`src/rtl/sm_display_pkg.sv`:
```
// Shared definitions for the seven-segment scan controller: FSM states,
// segment bit positions and the hex-to-segment lookup table.
package sm_display_pkg;

  typedef enum logic {
    ST_BLANK = 1'b0,
    ST_ON    = 1'b1
  } state_e;

  localparam int SEG_A = 0;
  localparam int SEG_B = 1;
  localparam int SEG_C = 2;
  localparam int SEG_D = 3;
  localparam int SEG_E = 4;
  localparam int SEG_F = 5;
  localparam int SEG_G = 6;

  // Segment vector {g,f,e,d,c,b,a}, 1 = lit, indexed by the hex value.
  localparam logic [6:0] HEX_SEG_TABLE [0:15] = '{
    7'h3F, 7'h06, 7'h5B, 7'h4F, 7'h66, 7'h6D, 7'h7D, 7'h07,
    7'h7F, 7'h67, 7'h77, 7'h7C, 7'h39, 7'h5E, 7'h79, 7'h71
  };

  function automatic logic [6:0] hex_to_seg(input logic [3:0] nibble);
    return HEX_SEG_TABLE[nibble];
  endfunction

endpackage

```
`src/rtl/sm_hex_scan_ctrl_if.sv`:
```
// CPU-side write channel of the scan controller: valid/ready handshake
// carrying the packed nibble word, digit enable mask and leading-zero flag.
interface sm_hex_scan_ctrl_if #(
  parameter int DIGITS = 8
);

  logic                  wr_valid;
  logic                  wr_ready;
  logic [4*DIGITS-1:0]   wr_data;
  logic [DIGITS-1:0]     wr_mask;
  logic                  wr_lz;

  modport master (
    output wr_valid,
    output wr_data,
    output wr_mask,
    output wr_lz,
    input  wr_ready
  );

  modport slave (
    input  wr_valid,
    input  wr_data,
    input  wr_mask,
    input  wr_lz,
    output wr_ready
  );

endinterface

```
`src/rtl/sm_hex_seg_decode.sv`:
```
// Combinational hex nibble to seven-segment decoder ({g,f,e,d,c,b,a}, 1 = lit).
module sm_hex_seg_decode
  import sm_display_pkg::*;
(
  input  logic [3:0] nibble_i,
  output logic [6:0] seg_o
);

  assign seg_o = hex_to_seg(nibble_i);

endmodule

```
`src/rtl/sm_hex_scan_ctrl.sv`:
```
// Time-multiplexed seven-segment scan controller with double-buffered display
// data committed at frame boundaries, inter-digit dead-time and zero blanking.
module sm_hex_scan_ctrl
  import sm_display_pkg::*;
#(
  parameter int DIGITS       = 8,
  parameter int ON_CYCLES    = 1000,
  parameter int BLANK_CYCLES = 16
) (
  input  logic              clk,
  input  logic              rst,
  sm_hex_scan_ctrl_if.slave wr,
  output logic [6:0]        seg_out,
  output logic [DIGITS-1:0] digit_sel,
  output logic              frame_start
);

  localparam int MAX_CYC = (ON_CYCLES > BLANK_CYCLES) ? ON_CYCLES : BLANK_CYCLES;
  localparam int CNT_W   = (MAX_CYC > 1) ? $clog2(MAX_CYC) : 1;
  localparam int IDX_W   = $clog2(DIGITS);

  localparam logic [CNT_W-1:0] ON_LAST    = CNT_W'(ON_CYCLES - 1);
  localparam logic [CNT_W-1:0] BLANK_LAST = CNT_W'(BLANK_CYCLES - 1);
  localparam logic [IDX_W-1:0] IDX_LAST   = IDX_W'(DIGITS - 1);

  if (DIGITS < 2 || DIGITS > 8) begin : g_bad_digits
    $error("sm_hex_scan_ctrl: DIGITS must be in 2..8");
  end
  if (ON_CYCLES < 1) begin : g_bad_on
    $error("sm_hex_scan_ctrl: ON_CYCLES must be >= 1");
  end
  if (BLANK_CYCLES < 1) begin : g_bad_blank
    $error("sm_hex_scan_ctrl: BLANK_CYCLES must be >= 1");
  end

  state_e              state_q, state_d;
  logic [CNT_W-1:0]    cnt_q, cnt_d;
  logic [IDX_W-1:0]    idx_q, idx_d;
  logic [4*DIGITS-1:0] act_data_q, act_data_d;
  logic [DIGITS-1:0]   act_mask_q, act_mask_d;
  logic                act_lz_q, act_lz_d;
  logic [4*DIGITS-1:0] sh_data_q, sh_data_d;
  logic [DIGITS-1:0]   sh_mask_q, sh_mask_d;
  logic                sh_lz_q, sh_lz_d;
  logic                pending_q, pending_d;
  logic [6:0]          seg_q, seg_d;
  logic [DIGITS-1:0]   sel_q, sel_d;
  logic                fs_q, fs_d;

  logic                accept;
  logic                commit_edge;
  logic [DIGITS-1:0]   zero_from;
  logic [DIGITS-1:0]   lit_vec;
  logic [3:0]          cur_nib;
  logic [6:0]          dec_seg;

  assign accept      = wr.wr_valid && !pending_q;
  assign commit_edge = (state_q == ST_BLANK) && (cnt_q == BLANK_LAST) && (idx_q == '0);

  // Sequencing, commit and write capture. Accept and commit are exclusive
  // because a write can only be accepted while nothing is pending.
  always_comb begin
    state_d    = state_q;
    cnt_d      = cnt_q;
    idx_d      = idx_q;
    act_data_d = act_data_q;
    act_mask_d = act_mask_q;
    act_lz_d   = act_lz_q;
    sh_data_d  = sh_data_q;
    sh_mask_d  = sh_mask_q;
    sh_lz_d    = sh_lz_q;
    pending_d  = pending_q;
    fs_d       = 1'b0;

    case (state_q)
      ST_BLANK: begin
        if (cnt_q == BLANK_LAST) begin
          state_d = ST_ON;
          cnt_d   = '0;
        end else begin
          cnt_d = cnt_q + CNT_W'(1);
        end
      end
      ST_ON: begin
        if (cnt_q == ON_LAST) begin
          state_d = ST_BLANK;
          cnt_d   = '0;
          idx_d   = (idx_q == IDX_LAST) ? '0 : idx_q + IDX_W'(1);
        end else begin
          cnt_d = cnt_q + CNT_W'(1);
        end
      end
      default: begin
        state_d = ST_BLANK;
        cnt_d   = '0;
      end
    endcase

    if (commit_edge) begin
      fs_d = 1'b1;
      if (pending_q) begin
        act_data_d = sh_data_q;
        act_mask_d = sh_mask_q;
        act_lz_d   = sh_lz_q;
        pending_d  = 1'b0;
      end
    end

    if (accept) begin
      sh_data_d = wr.wr_data;
      sh_mask_d = wr.wr_mask;
      sh_lz_d   = wr.wr_lz;
      pending_d = 1'b1;
    end
  end

  // A digit is suppressed when it and every digit to its left hold zero.
  always_comb begin
    zero_from = '0;
    lit_vec   = '0;
    for (int i = 0; i < DIGITS; i++) begin
      zero_from[i] = ((act_data_d >> (4 * i)) == '0);
      lit_vec[i]   = act_mask_d[i] && !(act_lz_d && (i > 0) && zero_from[i]);
    end
  end

  assign cur_nib = act_data_d[{idx_d, 2'b00} +: 4];

  sm_hex_seg_decode u_decode (
    .nibble_i (cur_nib),
    .seg_o    (dec_seg)
  );

  always_comb begin
    sel_d = '0;
    seg_d = '0;
    if (state_d == ST_ON && lit_vec[idx_d]) begin
      sel_d = {{(DIGITS-1){1'b0}}, 1'b1} << idx_d;
      seg_d = dec_seg;
    end
  end

  always_ff @(posedge clk) begin
    if (rst) begin
      state_q    <= ST_BLANK;
      cnt_q      <= '0;
      idx_q      <= '0;
      act_data_q <= '0;
      act_mask_q <= '0;
      act_lz_q   <= 1'b0;
      sh_data_q  <= '0;
      sh_mask_q  <= '0;
      sh_lz_q    <= 1'b0;
      pending_q  <= 1'b0;
      seg_q      <= '0;
      sel_q      <= '0;
      fs_q       <= 1'b0;
    end else begin
      state_q    <= state_d;
      cnt_q      <= cnt_d;
      idx_q      <= idx_d;
      act_data_q <= act_data_d;
      act_mask_q <= act_mask_d;
      act_lz_q   <= act_lz_d;
      sh_data_q  <= sh_data_d;
      sh_mask_q  <= sh_mask_d;
      sh_lz_q    <= sh_lz_d;
      pending_q  <= pending_d;
      seg_q      <= seg_d;
      sel_q      <= sel_d;
      fs_q       <= fs_d;
    end
  end

  assign wr.wr_ready = ~pending_q;
  assign seg_out     = seg_q;
  assign digit_sel   = sel_q;
  assign frame_start = fs_q;

endmodule
```
`src/flat_wrapper.sv`:
```
// flat-port wrapper written by rule: the top's interface ports become plain ports
module sm_hex_scan_ctrl_flat import sm_display_pkg::*;
#(
  parameter int DIGITS       = 8,
  parameter int ON_CYCLES    = 1000,
  parameter int BLANK_CYCLES = 16
)
  (clk, rst, seg_out, digit_sel, frame_start, wr_wr_valid, wr_wr_data, wr_wr_mask, wr_wr_lz, wr_wr_ready);
  sm_hex_scan_ctrl_if #(.DIGITS(DIGITS)) wr_i ();
  input  logic clk;
  input  logic rst;
  output logic [6:0] seg_out;
  output logic [DIGITS-1:0] digit_sel;
  output logic frame_start;
  input wire logic [$bits(wr_i.wr_valid)-1:0] wr_wr_valid;
  input wire logic [$bits(wr_i.wr_data)-1:0] wr_wr_data;
  input wire logic [$bits(wr_i.wr_mask)-1:0] wr_wr_mask;
  input wire logic [$bits(wr_i.wr_lz)-1:0] wr_wr_lz;
  output wire logic [$bits(wr_i.wr_ready)-1:0] wr_wr_ready;
  assign wr_i.wr_valid = wr_wr_valid;
  assign wr_i.wr_data = wr_wr_data;
  assign wr_i.wr_mask = wr_wr_mask;
  assign wr_i.wr_lz = wr_wr_lz;
  assign wr_wr_ready = wr_i.wr_ready;
  sm_hex_scan_ctrl #(.DIGITS(DIGITS), .ON_CYCLES(ON_CYCLES), .BLANK_CYCLES(BLANK_CYCLES)) u_core (.clk(clk), .rst(rst), .wr(wr_i), .seg_out(seg_out), .digit_sel(digit_sel), .frame_start(frame_start));
endmodule
```
`config.mk`:
```
export PLATFORM = sky130hd
export DESIGN_NAME = sm_hex_scan_ctrl_flat
export DESIGN_NICKNAME = d
export VERILOG_FILES = /design/src/rtl/sm_display_pkg.sv /design/src/rtl/sm_hex_scan_ctrl_if.sv /design/src/rtl/sm_hex_seg_decode.sv /design/src/rtl/sm_hex_scan_ctrl.sv /design/src/flat_wrapper.sv
export SDC_FILE = /design/constraint.sdc
export NUM_CORES = 1
export LEC_CHECK = 0
export ABC_CLOCK_PERIOD_IN_PS = 6330
export BUFFER_PORTS_ARGS = -buffer_cell sky130_fd_sc_hd__buf_2
export CAP_MARGIN = 20
export CORE_MARGIN = 5
export CORE_UTILIZATION = 45
export CTS_CLUSTER_DIAMETER = 50
export CTS_CLUSTER_SIZE = 8
export DETAILED_ROUTE_END_ITERATION = 10
export PLACE_DENSITY = 0.63
export REMOVE_ABC_BUFFERS = 1
export SYNTH_ARGS = -nofsm -noshare
export SYNTH_HDL_FRONTEND = slang
export SYNTH_SLANG_ARGS = --single-unit
export TNS_END_PERCENT = 1
```
`constraint.sdc`:
```
create_clock -name clk -period 6.33 [get_ports clk]
set_input_delay 0.633 -clock clk [delete_from_list [all_inputs] [get_ports clk]]
set_output_delay 0.633 -clock clk [all_outputs]
set_load 0.02 [all_outputs]
```
==> flow_summary_export.csv <==
group,metric,value,unit
outcome,status,"finished clean",
power_and_ir_drop,net_switching_power,0.000371,W
placement,routabilityCongestion,0.957,
sta,worst-slew-pin-transition,0.741,ns
sta,drv_slew,0,
synth,postSynthAreaPerCell,8.32,um2
sta,fin_setup_tns,0,ns
synth,number_of_flops_mapped_to_enable_cells_by_yosys,0,
synth,ys_types,65,
sta,worst_slew_margin,49.2,%
routing,finalWirelength,13.1,mm
placement,dpl-instance-area,0.00544,mm2
sta,period_minus_slack,4.10,ns
job,maxcap_viol_count,0,
sta,finalSetupViolations,0,
clock_tree,cts_tree,"yes",
sta,unrepaired_setup_endpoints_after_global_routing,"no",
floorplanning,dieArea,0.0135,mm2
clock_tree,ctsHtreeMaxLevel,4,
sta,hold_viol,0,
power_and_ir_drop,share_comb_of_total_power,3.6,%
routing,route.antenna.remaining_nets,0,
global_routing,global_route.overflow_total,0,
floorplanning,std_cell_rows,38,
power_and_ir_drop,clock_power_share,55.7,%
critical_path,slowest_stage_delay_cp,0.70,ns
critical_path,criticalPathCategory,"reg -> reg",
critical_path,cp.arrival,4.39,ns
synth,synthesis.yosys.warnings,0,
clock_tree,holdBufCountCts,0,
critical_path,slowest_cp_cell,"mux2i_1",
routing,drt_iter0_markers,270,
routing,vias_per_cell,5.57,
clock_tree,tritoncts.num_buffers,17,
critical_path,worstSetupStartpointType,"flip-flop",
layout,area_used_by_multi_input_combinational_logic,0.00262,mm2
placement,place_hpwl,9.27,mm
clock_tree,cts_repair_resized_insts,0,
hold_path,hold_class,"reg -> reg",
power_and_ir_drop,pwr-share-seq,40.7,%
sta,fmax,244,MHz
clock_tree,post_cts.repair.setup_buffers,0,
layout,layout.filler_cells,1031,
synth,synthCells,612,
power_and_ir_drop,power.internal,0.00146,W
critical_path,timing.critical_path.fanout_max,9,
global_routing,grt_start_max_net_pins,55,
clock_tree,clock_latency,0.42,ns
clock_tree,clkSlewWorstSetupHoldPaths,0.05,ns
clock_tree,max-clock-path-buffers,2,
floorplanning,die_width,116,um
synth,ys_seq_area_share,44.4,%
global_routing,number_of_global_route_vias_before_repair,4254,
sta,layout_worst_path_cycle_share,64.8,%
critical_path,timing.critical_path.max_delay_family,"simple AND/OR/NAND/NOR gates",
critical_path,cp_cell_sequence,"ha_1, nand2_1, nor3_4, mux2i_1, nand2_1, o22ai_1, nor2_1, a21oi_1, inv_1, ha_1, nor4_1, a211o_1, a31oi_1",
critical_path,cp.required,6.62,ns
routing,firstDrtPassIters,5,
floorplanning,core_area,0.0110,mm2
power_and_ir_drop,vdd.ir_drop.worst,0.246,mV
floorplanning,floorplan.initialDensity,46.4,%
layout,regArea,0.00226,mm2
global_routing,grtUsageTotal,20.3,%
routing,routed_length_per_placed_instance,16.1,um
sta,skew,0.0129,ns
clock_tree,root_buffer_master,"clkbuf_16",
placement,buffer_ports.inserted,60,
layout,area_growth_syn_to_layout,19.2,%
routing,drcViolationCount,0,
floorplanning,dieHeight,116,um
power_and_ir_drop,power_density,301,mW/mm2
global_routing,grt_antenna_before_repair,0,
synth,mappedNetlistArea,0.00509,mm2
layout,final_layout_size_suffix_gt1_share,17.5,%
clock_tree,clock_sinks,113,
critical_path,critPathCaptureType,"flip-flop",
layout,insertedDiodeCount,0,
synth,synth_top_flop_cell,"dfxtp_1",
critical_path,crit_buf_inv,1,
synth,postSynth.asyncResetShare,0,%
power_and_ir_drop,netSwitchingFraction,20.3,%
layout,finish.instance_area,0.00607,mm2
layout,num-nets-final,716,
routing,route.vias.total,4532,
global_routing,first_pass_grt_wire_length,21.4,mm
floorplanning,floorplan.io_pins,61,
power_and_ir_drop,leakagePower,2.53,nW
synth,postSynthRegisterBits,113,
-- synth_stat cells (4+ instances only) --
library cell	n	area [um2]
nor3_1	8	40.0
nand4_1	4	25.0
o21ai_0	13	65.1
nor4_1	13	81.3
ha_1	11	138
o211ai_1	5	37.5
a21oi_1	71	355
clkbuf_1	23	86.3
nand2_1	147	552
inv_1	11	41.3
nor2_1	47	176
a31oi_1	5	31.3
mux2i_1	27	270
buf_2	7	35.0
dfxtp_1	113	2260
and3_1	7	43.8
nand3_1	22	110
xnor2_1	7	61.3
-- cells in the final DEF, fill, tap and decap left out, types with 8 or more instances in the layout --
| cell type | count |
|---|---|
| nand2_1 | 147 |
| dfxtp_1 | 113 |
| a21oi_1 | 71 |
| buf_2 | 60 |
| nor2_1 | 47 |
| mux2i_1 | 27 |
| nand3_1 | 22 |
| clkbuf_16 | 17 |
| nor4_1 | 13 |
| o21ai_0 | 13 |
| inv_1 | 11 |
| ha_1 | 11 |
| nor3_1 | 8 |
-- layout make-up --
class	count	area share, %
Multi-Input combinational cell	452	43.1
Sequential cell	113	37.2
Clock buffer	20	7.35
Timing Repair Buffer	66	5.69
Clock inverter	12	3.09
Tap cell	140	2.88
Inverter	11	0.680
-- through the flow --
step / instances / hold slack [ns] / util, % / setup slack (ns) / power (W)
3_3_place_gp: 782 / 0.425 / 49.5 / 2.58 / 0.000824
4_1_cts: 814 / 0.435 / 55.3 / 2.28 / 0.00185
2_1_floorplan: 576 / 0.413 / - / 2.08 / 0.000788
6_report: 814 / 0.449 / 55.3 / 2.23 / 0.00183
5_1_grt: 814 / 0.447 / 55.3 / 1.84 / 0.00189
3_5_place_dp: 782 / 0.435 / 49.5 / 2.31 / 0.000826
-- power groups by stage --
stage / sequential [W] / clock [W] / combinational (W)
4_1_cts: 0.000744 / 0.00104 / 0.0000681
6_report: 0.000744 / 0.00102 / 0.0000668
5_1_grt: 0.000746 / 0.00107 / 0.0000765
2_1_floorplan: 0.000753 / 0 / 0.0000350
3_3_place_gp: 0.000759 / 0 / 0.0000656
3_5_place_dp: 0.000759 / 0 / 0.0000676
-- cell families after synthesis --
group	after synthesis	share of synthesized area, %
xor+xnor	8	1.38
flops	113	44.4
mux	32	6.56
simple gates	271	24.5
compound gates	130	16.2
fa+ha+maj	11	2.70
buf+inv	47	4.30
-- registers in the layout, summed over array words and instances, names as in the netlist, 3 cells and up --
name / cells
u_core.act_data_q: 32
u_core.sh_data_q: 32
u_core.cnt_q: 10
u_core.act_mask_q: 8
u_core.digit_sel: 8
u_core.sh_mask_q: 8
u_core.seg_out: 7
u_core.idx_q: 3
-- path summary, 6_finish.rpt --
check / startpoint / end / slack (ns) / cells past startpoint
setup / recovery: u_core.cnt_q[0] / u_core.seg_out[3] / 2.23 / 13
setup reg to reg: u_core.cnt_q[0] / u_core.seg_out[3] / 2.23 / 13
hold reg to reg: u_core.cnt_q[0] / u_core.cnt_q[0] / 0.45 / 1
hold / removal: u_core.cnt_q[0] / u_core.cnt_q[0] / 0.45 / 1
-- per-layer routing --
metal | wire, um | vias up | GRT usage (%) | part of all wire, %
met4 | 227 | 0 | 8.35 | 1.7
met3 | 748 | 16 | 5.18 | 5.7
met1 | 6030 | 2122 | 26.1 | 46
li1 | - | 2251 | - | -
met5 | 0 | - | 0 | 0
met2 | 6120 | 143 | 32.5 | 47
(Power assumes the default switching activity.)
